==> src/rtl/key_sched_ctrl.sv <==
// -----------------------------------------------------------------------------
// key_sched_ctrl
//   Sequencer between the AES round engine and key_expand. It accepts a
//   128-bit cipher key, drives key_expand's start pulse and 4-word key load,
//   waits for expansion to finish, and then serves 128-bit round-key requests
//   by walking key_expand's word select 0..3. It is the only driver of
//   key_expand's control inputs.
//
//   Optional feature: define KEY_REUSE_EN to keep the last successfully
//   expanded key. Re-offering that same key in READY then skips the reload.
//
// Ports
//   clk_i, reset_i              clock, asynchronous active-high reset
//   key_valid_i / key_ready_o   cipher key handshake, key_in_i ([127:96]=word 0)
//   keys_ready_o                round keys 0..ROUND_MAX valid in key_expand
//   rk_req_valid_i / _ready_o   round-key request handshake, rk_req_round_i
//   rk_valid_o / rk_ready_i     response handshake: rk_data_o, rk_round_o,
//                               rk_bad_round_o
//   err_timeout_o               sticky expansion timeout, cleared on key accept
//   ke_start_o, ke_cipher_key_o, ke_r_index_o, ke_round_key_num_o
//                               key_expand controls
//   ke_round_key_i, ke_done_i   key_expand word and completion level
// -----------------------------------------------------------------------------
module key_sched_ctrl #(
  parameter int DONE_TIMEOUT = 64,
  parameter int ROUND_MAX    = 10
) (
  input  logic         clk_i,
  input  logic         reset_i,
  input  logic         key_valid_i,
  output logic         key_ready_o,
  input  logic [127:0] key_in_i,
  output logic         keys_ready_o,
  input  logic         rk_req_valid_i,
  output logic         rk_req_ready_o,
  input  logic [3:0]   rk_req_round_i,
  output logic         rk_valid_o,
  input  logic         rk_ready_i,
  output logic [127:0] rk_data_o,
  output logic [3:0]   rk_round_o,
  output logic         rk_bad_round_o,
  output logic         err_timeout_o,
  output logic         ke_start_o,
  output logic [31:0]  ke_cipher_key_o,
  output logic [1:0]   ke_r_index_o,
  output logic [3:0]   ke_round_key_num_o,
  input  logic [31:0]  ke_round_key_i,
  input  logic         ke_done_i
);

  localparam int TW = $clog2(DONE_TIMEOUT + 1);

  typedef enum logic [2:0] {
    S_IDLE  = 3'd0,
    S_START = 3'd1,
    S_LOAD  = 3'd2,
    S_WAIT  = 3'd3,
    S_READY = 3'd4,
    S_FETCH = 3'd5,
    S_RESP  = 3'd6
  } state_t;

  state_t          state_q;
  logic [1:0]      cnt_q;
  logic [1:0]      cnt_d;
  logic [TW-1:0]   timer_q;
  logic [TW-1:0]   timer_d;
  logic [127:0]    key_q;
  logic            key_ready_q;
  logic            keys_ready_q;
  logic            rk_req_ready_q;
  logic            rk_valid_q;
  logic [127:0]    rk_data_q;
  logic [3:0]      rk_round_q;
  logic            rk_bad_round_q;
  logic            err_timeout_q;
  logic            ke_start_q;
  logic [31:0]     ke_cipher_key_q;
  logic [1:0]      ke_r_index_q;
  logic [3:0]      ke_round_key_num_q;

  logic key_acc;
  logic req_acc;
  logic done_hit;
  logic timeout_hit;
  logic reuse_hit;

  // Select 32-bit word idx of a 128-bit key, word 0 in the top bits.
  function automatic logic [31:0] key_word(input logic [127:0] k, input logic [1:0] idx);
    logic [31:0] w;
    case (idx)
      2'd0:    w = k[127:96];
      2'd1:    w = k[95:64];
      2'd2:    w = k[63:32];
      2'd3:    w = k[31:0];
      default: w = 32'h0000_0000;
    endcase
    return w;
  endfunction

  assign key_acc = key_valid_i & key_ready_q;
  assign req_acc = rk_req_valid_i & rk_req_ready_q;
  assign cnt_d   = cnt_q + 2'd1;
  assign timer_d = (timer_q == TW'(DONE_TIMEOUT)) ? timer_q : timer_q + TW'(1);

  // done is stale on the first WAIT cycle, before key_expand has reloaded.
  assign done_hit    = (timer_q != TW'(0)) && ke_done_i;
  assign timeout_hit = !done_hit && (timer_q == TW'(DONE_TIMEOUT - 1));

`ifdef KEY_REUSE_EN
  logic [127:0] last_key_q;

  assign reuse_hit = (key_in_i == last_key_q);

  // Remember the last key that expanded successfully; forget it on timeout.
  always_ff @(posedge clk_i or posedge reset_i) begin
    if (reset_i) begin
      last_key_q <= 128'h0;
    end else if (state_q == S_WAIT && done_hit) begin
      last_key_q <= key_q;
    end else if (state_q == S_WAIT && timeout_hit) begin
      last_key_q <= 128'h0;
    end else begin
      last_key_q <= last_key_q;
    end
  end
`else
  assign reuse_hit = 1'b0;
`endif

  // Control FSM with registered outputs.
  always_ff @(posedge clk_i or posedge reset_i) begin
    if (reset_i) begin
      state_q            <= S_IDLE;
      cnt_q              <= 2'd0;
      timer_q            <= TW'(0);
      key_q              <= 128'h0;
      key_ready_q        <= 1'b1;
      keys_ready_q       <= 1'b0;
      rk_req_ready_q     <= 1'b0;
      rk_valid_q         <= 1'b0;
      rk_data_q          <= 128'h0;
      rk_round_q         <= 4'd0;
      rk_bad_round_q     <= 1'b0;
      err_timeout_q      <= 1'b0;
      ke_start_q         <= 1'b0;
      ke_cipher_key_q    <= 32'h0;
      ke_r_index_q       <= 2'd0;
      ke_round_key_num_q <= 4'd0;
    end else begin
      ke_start_q <= 1'b0;
      case (state_q)
        S_IDLE: begin
          if (key_acc) begin
            key_q         <= key_in_i;
            err_timeout_q <= 1'b0;
            key_ready_q   <= 1'b0;
            keys_ready_q  <= 1'b0;
            ke_start_q    <= 1'b1;
            state_q       <= S_START;
          end
        end
        S_START: begin
          cnt_q           <= 2'd0;
          ke_cipher_key_q <= key_word(key_q, 2'd0);
          state_q         <= S_LOAD;
        end
        S_LOAD: begin
          if (cnt_q == 2'd3) begin
            cnt_q           <= 2'd0;
            timer_q         <= TW'(0);
            ke_cipher_key_q <= 32'h0;
            state_q         <= S_WAIT;
          end else begin
            cnt_q           <= cnt_d;
            ke_cipher_key_q <= key_word(key_q, cnt_d);
          end
        end
        S_WAIT: begin
          if (done_hit) begin
            keys_ready_q   <= 1'b1;
            key_ready_q    <= 1'b1;
            rk_req_ready_q <= 1'b1;
            state_q        <= S_READY;
          end else if (timeout_hit) begin
            err_timeout_q <= 1'b1;
            keys_ready_q  <= 1'b0;
            key_ready_q   <= 1'b1;
            state_q       <= S_IDLE;
          end else begin
            timer_q <= timer_d;
          end
        end
        S_READY: begin
          // A key offered together with a request wins; the request waits.
          if (key_acc) begin
            if (!reuse_hit) begin
              key_q          <= key_in_i;
              err_timeout_q  <= 1'b0;
              key_ready_q    <= 1'b0;
              rk_req_ready_q <= 1'b0;
              keys_ready_q   <= 1'b0;
              ke_start_q     <= 1'b1;
              state_q        <= S_START;
            end
          end else if (!ke_done_i) begin
            // key_expand was restarted behind our back: its keys are gone.
            keys_ready_q   <= 1'b0;
            rk_req_ready_q <= 1'b0;
            state_q        <= S_IDLE;
          end else if (req_acc) begin
            key_ready_q    <= 1'b0;
            rk_req_ready_q <= 1'b0;
            rk_round_q     <= rk_req_round_i;
            if (rk_req_round_i > 4'(ROUND_MAX)) begin
              rk_data_q      <= 128'h0;
              rk_bad_round_q <= 1'b1;
              rk_valid_q     <= 1'b1;
              state_q        <= S_RESP;
            end else begin
              ke_round_key_num_q <= rk_req_round_i;
              ke_r_index_q       <= 2'd0;
              cnt_q              <= 2'd0;
              state_q            <= S_FETCH;
            end
          end
        end
        S_FETCH: begin
          // (3 - cnt) * 32 places word 0 in the top bits.
          rk_data_q[{~cnt_q, 5'd0} +: 32] <= ke_round_key_i;
          if (cnt_q == 2'd3) begin
            cnt_q      <= 2'd0;
            rk_valid_q <= 1'b1;
            state_q    <= S_RESP;
          end else begin
            cnt_q        <= cnt_d;
            ke_r_index_q <= cnt_d;
          end
        end
        S_RESP: begin
          if (rk_ready_i) begin
            rk_valid_q     <= 1'b0;
            rk_bad_round_q <= 1'b0;
            key_ready_q    <= 1'b1;
            rk_req_ready_q <= 1'b1;
            state_q        <= S_READY;
          end
        end
        default: begin
          key_ready_q    <= 1'b1;
          keys_ready_q   <= 1'b0;
          rk_req_ready_q <= 1'b0;
          rk_valid_q     <= 1'b0;
          state_q        <= S_IDLE;
        end
      endcase
    end
  end

  assign key_ready_o        = key_ready_q;
  assign keys_ready_o       = keys_ready_q;
  assign rk_req_ready_o     = rk_req_ready_q;
  assign rk_valid_o         = rk_valid_q;
  assign rk_data_o          = rk_data_q;
  assign rk_round_o         = rk_round_q;
  assign rk_bad_round_o     = rk_bad_round_q;
  assign err_timeout_o      = err_timeout_q;
  assign ke_start_o         = ke_start_q;
  assign ke_cipher_key_o    = ke_cipher_key_q;
  assign ke_r_index_o       = ke_r_index_q;
  assign ke_round_key_num_o = ke_round_key_num_q;

endmodule

==> config.mk <==
export PLATFORM = sky130hd
export DESIGN_NAME = key_sched_ctrl
export DESIGN_NICKNAME = d
export VERILOG_FILES = /design/src/rtl/key_sched_ctrl.sv
export SDC_FILE = /design/constraint.sdc
export NUM_CORES = 1
export LEC_CHECK = 0
export ABC_AREA = 0
export CORE_UTILIZATION = 50
export DETAILED_ROUTE_END_ITERATION = 10
export PLACE_DENSITY_LB_ADDON = 0.08
export SLEW_MARGIN = 20
export SYNTH_ARGS = -nofsm -noshare
export SYNTH_HDL_FRONTEND = slang
export SYNTH_SLANG_ARGS = --single-unit
==> constraint.sdc <==
create_clock -name clk_i -period 25.6 [get_ports clk_i]
set_clock_uncertainty 0.2 [all_clocks]
set_input_delay 2.56 -clock clk_i [delete_from_list [all_inputs] [get_ports clk_i]]
set_output_delay 2.56 -clock clk_i [all_outputs]
set_load 0.1 [all_outputs]
# --- Word level (Yosys, flattened, before mapping) ---
# Cells that the tools add are included.
op_classes:
  shifts: 2
  n_lt_le_gt_ge: 1
  addsub: 3
  reduce_logical: 32
  muxes: 62
  eq_ne: 33
  bitwise_logic: 9
op_table:
  columns: ["cell", "count"]
  rows:
  - ["128-bit 2-to-1 mux", 4]
  - ["128-bit case mux with 2 select lines", 1]
  - ["128-bit bitwise mux", 1]
  - ["32-bit case mux with 4 select lines", 1]
  - ["32-bit by 9-bit variable shift with 128-bit output (first input constant)", 1]
  - ["32-bit by 9-bit variable part select with 128-bit output", 1]
  - ["32-bit case mux with 2 select lines", 1]
  - ["32-bit 2-to-1 mux", 1]
  - ["2-bit != test (second input constant)", 15]
  - ["7-bit 2-to-1 mux", 4]
  - ["3-bit 2-to-1 mux", 9]
  - ["6-bit AND reduction", 4]
  - ["1-bit 2-to-1 mux", 23]
  - ["3-bit case mux with 7 select lines", 1]
  - ["5-bit AND reduction", 4]
  - ["4-bit AND reduction", 4]
  - ["2-bit 2-to-1 mux", 7]
  - ["7-bit case mux with 2 select lines", 1]
  - ["3-bit != test (second input constant)", 4]
  - ["1-bit case mux with 4 select lines", 3]
  - ["4-bit OR reduction", 3]
  - ["2-bit nonzero test", 5]
  - ["3-bit == test (second input constant)", 3]
  - ["7-bit negator with 9-bit output", 1]
  - ["28 further kinds", 40]
word_totals:
  out_inout_bits: 177
  inputBits: 170
  regBits: 317

# --- Depth between registers and ports, before layout ---
# Gate-level depths: netlist of the first run.
depth:
  word_depth: 7
  depth_mapped: 9
  ltp_nobuf: 7

# --- Least setup slack after synthesis of the first run ---
# Ideal clock, no wire load.
synth_timing:
  path_kind: "input -> register"
  from: "in key_valid_i"
  to: "reg ke_round_key_num_q[0], in the netlist ke_round_key_num_o[0]"
  arrival_time_ns: 3.873
  setup_time_ns: 0.125
  path_slack_ns: 21.402
  path_stages: 5
  cell_sequence: "nand2_1 nand4_1 or3_1 nor2_1 mux2_2"
synth_via:
  elab_chain_len: 3
synth_lines:
  columns: ["item", "line_no", "text"]
  rows:
  - ["start, declared", "30", "input logic key_valid_i,"]
  - ["1-bit bitwise AND", "101", "assign key_acc = key_valid_i & key_ready_q;"]
  - ["1-bit inverter (no source line)", null, null]
  - ["5-bit AND reduction (no source line)", null, null]
  - ["end signal, assigned", "221", "ke_round_key_num_q <= rk_req_round_i;"]
  - ["end, declared", "80", "logic [3:0] ke_round_key_num_q;"]
# Every way passes these cells.
# A chain may end at the register's enable or synchronous reset.

# --- Worst setup path after layout of the first run ---
layout_timing:
  from: "reg key_ready_q, in the netlist key_ready_o"
  to: "out key_ready_o"
layout_rtl:
  columns: ["item", "line_no", "text"]
  rows:
  - ["start, declared", "69", "logic key_ready_q;"]
  - ["start signal, assigned", "138", "key_ready_q <= 1'b1;"]
  - ["start signal, assigned", "157", "key_ready_q <= 1'b0;"]
  - ["start signal, assigned", "182", "key_ready_q <= 1'b1;"]
  - ["end, declared", "31", "output logic key_ready_o,"]
# No word-level cell between the ends.

==> results of run 1 <==
[cell usage after synthesis, types with 2 or more instances]
cell,number
a21bo_1,2
mux2i_1,3
o41ai_1,2
a22o_1,129
nand4_1,2
nand3b_1,3
a222oi_1,32
clkbuf_1,48
a31oi_1,4
buf_2,20
and2_2,2
nand2_1,18
or4b_4,2
nor2b_1,4
ha_1,7
o21ai_1,6
mux2_2,135
nand3_1,6
nand2b_1,2
o21ai_0,10
and2_1,4
buf_1,5
inv_1,10
dfrtp_1,316
a21oi_1,71
nor3_1,5
nor2_1,81
o2bb2ai_1,2
nor3b_1,2
o31ai_1,5
[area by class of cell]
| type | count | share of cell area (%) |
|---|---|---|
| inverter | 10 | 0.256 |
| multi-input combinational | 564 | 25.6 |
| clock inverter | 10 | 0.632 |
| antenna | 5 | 0.0711 |
| timing repair buffer | 365 | 20.5 |
| clock buffer | 46 | 5.55 |
| tap | 330 | 2.35 |
| sequential | 317 | 45.1 |
[worst paths after layout]
path / startpoint / to / slack (ns) / cells after the start
worst max-delay path: key_ready_o / key_ready_o / 20.65 / 1
worst min-delay path: rk_data_o[38] / rk_data_o[38] / 0.30 / 1
worst max register to register: state_q[2] / rk_data_o[108] / 22.63 / 5
worst min register to register: rk_data_o[38] / rk_data_o[38] / 0.30 / 1
max in group asynchronous: reset_i / rk_data_o[123] / 21.25 / 3
min in group asynchronous: reset_i / rk_data_o[56] / 2.41 / 2
[kinds of logic after synthesis]
| logic type | count (synthesis) | share of synthesized area [%] |
|---|---|---|
| compound gates | 276 | 16.6 |
| xor+xnor | 1 | 0.0688 |
| fa+ha+maj | 7 | 0.688 |
| buf+inv | 83 | 2.64 |
| flops | 317 | 62.3 |
| mux | 139 | 12.3 |
| simple gates | 141 | 5.38 |
[layer usage]
metal  GRT usage [%]  wire length [um]  part of all wire (%)
met2            43.3             16700                    48
met5               0                13                 0.037
met3            7.58              3220                   9.2
met1            35.8             14200                    41
met4            8.96               737                   2.1
[metrics by stage]
step	instances	hold WS, ns	area [um2]	total power [mW]
after floorplan	964	0.280	12700	0.519
after global placement	1586	0.281	16500	0.551
after detailed placement	1586	0.280	16500	0.552
after CTS	1642	0.300	17600	1.03
after global routing	1645	0.306	17600	1.06
final	1647	0.295	17600	1.02
[power by group through the flow]
stage               clock (mW)  sequential [mW]  combinational, mW
floorplan                    0            0.510            0.00832
global placement             0            0.510             0.0411
detailed placement           0            0.510             0.0414
CTS                      0.490            0.501             0.0417
global route             0.513            0.501             0.0445
finish                   0.480            0.501             0.0409
[sequential cells by signal, summed over array words and instances, names as in the netlist]
register,cells
err_timeout_o,1
ke_start_o,1
rk_bad_round_o,1
key_q,128
ke_round_key_num_o,4
state_q,3
key_ready_o,1
cnt_q,2
ke_cipher_key_o,32
rk_req_ready_o,1
keys_ready_o,1
rk_valid_o,1
rk_data_o,128
ke_r_index_o,2
rk_round_o,4
timer_q,7
==> results.toml, run 1 <==
[timing]
rsz0062_at_grt = "false"
fin_crit_sh_pct = 19.4
setup_tns_ns = 0
setup_viol = 0
period_minus_slack_ns = 4.95
worstMarginPinSlew_ns = 1.11
maxSlewHeadroom_pct = 25.9
fmax_ghz = 0.202
drv_slew = 0
finalHoldViolations = 0
setup_slack_ns = 20.65

[floorplanning]
row_count = 58
dieWidth_um = 162
io_pins = 347
core_um2 = 25100
die-area_um2 = 26100
die_y_um = 162
start_util_pct = 50.7

[cells_and_area]
nets = 1469
final_cell_mix = "clkdlybuf4s50_1 (346), dfrtp_1 (316), mux2_2 (135)"
fillers = 1841
area_growth_pct = 38.3
regArea_um2 = 7930
multi_input_area_um2 = 4510
drive_above_1_share_pct = 17.3
final_util_pct = 70.1
final_common_cell = "clkdlybuf4s50_1"

[pwr]
power.switching_mw = 0.210
cellPowerDensity_nw_per_um2 = 58.0
power_leakage_nw = 8.01
internal-power_mw = 0.812
swShare_pct = 20.6
p_seq_share_pct = 49.0
peakVddDrop_mv = 0.0514
power_frac_comb_pct = 4.0
pwr-share-clk_pct = 47.0

[clock_network]
cts_tree = "built"
cts.sinks = 317
cts_root_buf = "clkbuf_16"
cts_setup_buffers = 0
cts_hold_buffers = 0
clock_latency_ns = 0.51
clk_path_buf_depth = 3
cts.repair.resized = 0
htreeDepth = 2
cts_buffers = 34
path_clk_slew_ns = 0.06

[synth]
ys_top_cells_by_area = "dfrtp_1 (62%), mux2_2 (12%), a22o_1 (8.9%)"
synthesis.nets = 1141
synth_top_area_share_pct = 62.1
synth_edf_count = 0
syn_inst = 964
async_flop_share_pct = 100
synth_area_um2 = 12700
ys_seq_area_share_pct = 62.3
yosys.area.top_type = "dfrtp_1"
ys_types = 56
avgSynthCellArea_um2 = 13.2
yosys_warnings = 0
synth_ff_type = "dfrtp_1"
ys_ff_latch = 317

[routing]
drc = 0
wire_per_inst_um = 21.1
vias = 9544
drt_wl_total_um = 34800
viasPerCell = 5.79
dr.pass1.iters = 6
ant_nets = 0
drt-initial-drc-count = 828

[placement]
gp_congestion = 0.827
io_buffers = 346
hpwl_um = 22700
preCtsSetupSlack_ns = 20.58

[worst_setup_path]
worstPathRequired_ns = 22.84
crit_chain = "clkdlybuf4s50_1"
cp_max_fo = 4
path_buf_inv = 1
start_kind = "flip-flop"
end_kind = "output pin"
critPathMaxStageDelay_ns = 1.13
critPathTopFamily = "buffers and inverters"
cpMaxStageDelayCell = "clkdlybuf4s50_1"
crit_arrival_ns = 2.19
critPathKind = "flip-flop to output pin"

[run_status]
outcome = "finished clean"

[grt]
grt_pass1_wl_um = 54800
grt.total_usage_pct = 27.1
grt_pass1_vias = 9577
grt_antenna_before_repair = 5
grt-ovfl-total = 0
grt_max_degree = 119

[flow_run]
maxCapViolations = 0

[min_path]
hp-class = "flip-flop to flip-flop"
Power figures use the tool's default switching activity.
==> run 2, diff against run 1 <==
Settings changed: CORE_UTILIZATION 50 to 44.
Clock period 25.6 ns to 4.3 ns, I/O delays scaled along.
==> results.toml, run 2 (synthesis results as in run 1) <==
[grt]
grt-ovfl-total = 0
grt_pass1_vias = 9751
grt_max_degree = 131
grt_pass1_wl_um = 55600
grt_antenna_before_repair = 4
grt.total_usage_pct = 24.3

[clock_network]
cts.sinks = 317
cts_root_buf = "clkbuf_16"
path_clk_slew_ns = 0.06
cts.repair.resized = 0
cts_hold_buffers = 0
cts_buffers = 36
clk_path_buf_depth = 3
cts_setup_buffers = 0
clock_latency_ns = 0.51
htreeDepth = 2
cts_tree = "built"

[worst_setup_path]
critPathTopFamily = "flip-flops"
start_kind = "flip-flop"
critPathKind = "flip-flop to flip-flop"
crit_arrival_ns = 3.25
cpMaxStageDelayCell = "dfrtp_1"
cp_max_fo = 50
crit_chain = "nor2b_1 > o21ba_2 > buf_4 > nor2_1 > a21oi_1"
path_buf_inv = 1
critPathMaxStageDelay_ns = 0.87
worstPathRequired_ns = 4.54
end_kind = "flip-flop"

[timing]
worstMarginPinSlew_ns = 1.09
drv_slew = 0
finalHoldViolations = 0
rsz0062_at_grt = "false"
setup_slack_ns = 1.28
fin_crit_sh_pct = 70.2
fmax_ghz = 0.331
maxSlewHeadroom_pct = 26.8
setup_viol = 0
period_minus_slack_ns = 3.02

[floorplanning]
start_util_pct = 45.3
core_um2 = 28100
dieWidth_um = 172
io_pins = 347
die-area_um2 = 29600
die_y_um = 172
row_count = 61

[cells_and_area]
final_common_cell = "clkdlybuf4s50_1"
final_cell_mix = "clkdlybuf4s50_1 (346), dfrtp_1 (316), mux2_2 (135)"
final_area_um2 = 17900
drive_above_1_share_pct = 17.8
nets = 1474
area_growth_pct = 40.5
fin_cells = 1702

[pwr]
peakVddDrop_mv = 0.328
power_leakage_nw = 8.09
cellPowerDensity_nw_per_um2 = 355

[placement]
place_area_um2 = 16700
dp_cells = 1637
preCtsSetupSlack_ns = 1.39
gp_congestion = 0.811
hpwl_um = 23400
io_buffers = 346

[run_status]
outcome = "finished clean"

[routing]
vias = 9555
viasPerCell = 5.61
drc = 0
wire_per_inst_um = 21.1
dr.pass1.iters = 8
ant_nets = 0
drt-initial-drc-count = 647
drt_wl_total_um = 35900

[flow_run]
maxCapViolations = 0

[min_path]
hp-class = "input port to async pin"
==> run 2: changes by cell type in the layout (fill, tap and decap cells not counted), moves of 2 or more <==
| cell | previous run | this run |
|---|---|---|
| clkinv_4 | 2 | 0 |
| ha_2 | 0 | 3 |
| ha_1 | 7 | 4 |
| clkbuf_8 | 6 | 8 |
| buf_12 | 0 | 5 |
| buf_4 | 19 | 17 |
| clkbuf_1 | 5 | 11 |
| clkinv_2 | 5 | 2 |
| diode_2 | 5 | 2 |
| clkbuf_16 | 35 | 38 |
==> run 2: final timing paths <==
kind | startpoint | end | slack [ns] | cells past startpoint
worst max-delay path | state_q[0] | ke_cipher_key_o[28] | 1.28 | 5
min in group clk_i | rk_data_o[42] | rk_data_o[42] | 0.30 | 1
worst max register to register | state_q[0] | ke_cipher_key_o[28] | 1.28 | 5
worst min-delay path | reset_i | rk_round_o[1] | 0.23 | 2
max in group asynchronous | reset_i | key_q[118] | 2.73 | 3
worst min register to register | rk_data_o[42] | rk_data_o[42] | 0.30 | 1
==> run 2: per-layer routing <==
metal / track usage, % / wire [um] / vias up / share of wire (%)
li1: - / - / 4285 / -
met1: 30.5 / 14400 / 4859 / 40
met2: 40.1 / 17400 / 348 / 48
met3: 7.64 / 3370 / 57 / 9.4
met4: 7.54 / 720 / 6 / 2.0
met5: 0 / 45 / - / 0.13
==> run 2: cell type report <==
cell class | count | area [um2]
multi-input combinational | 564 | 4520
antenna | 2 | 5.00
clock buffer | 57 | 1100
fill | 2210 | 10200
tap | 378 | 473
clock inverter | 6 | 116
inverter | 10 | 41.3
sequential | 317 | 7930
timing repair buffer | 368 | 3690
==> run 2: through the flow <==
stage / hold slack [ns] / util, % / TNS (ns) / total power [mW]
2_1_floorplan: 0.280 / - / -175.07 / 3.09
3_3_place_gp: 0.281 / 59.3 / 0 / 3.29
3_5_place_dp: 0.280 / 59.3 / 0 / 3.29
4_1_cts: 0.235 / 63.7 / 0 / 6.43
5_1_grt: 0.300 / 63.7 / 0 / 6.56
6_report: 0.230 / 63.7 / 0 / 6.35
==> run 2: power by group <==
group	total, mW	internal (mW)	switching, mW
logic	0.252	0.147	0.105
clock network	3.11	1.94	1.18
registers	2.98	2.98	0
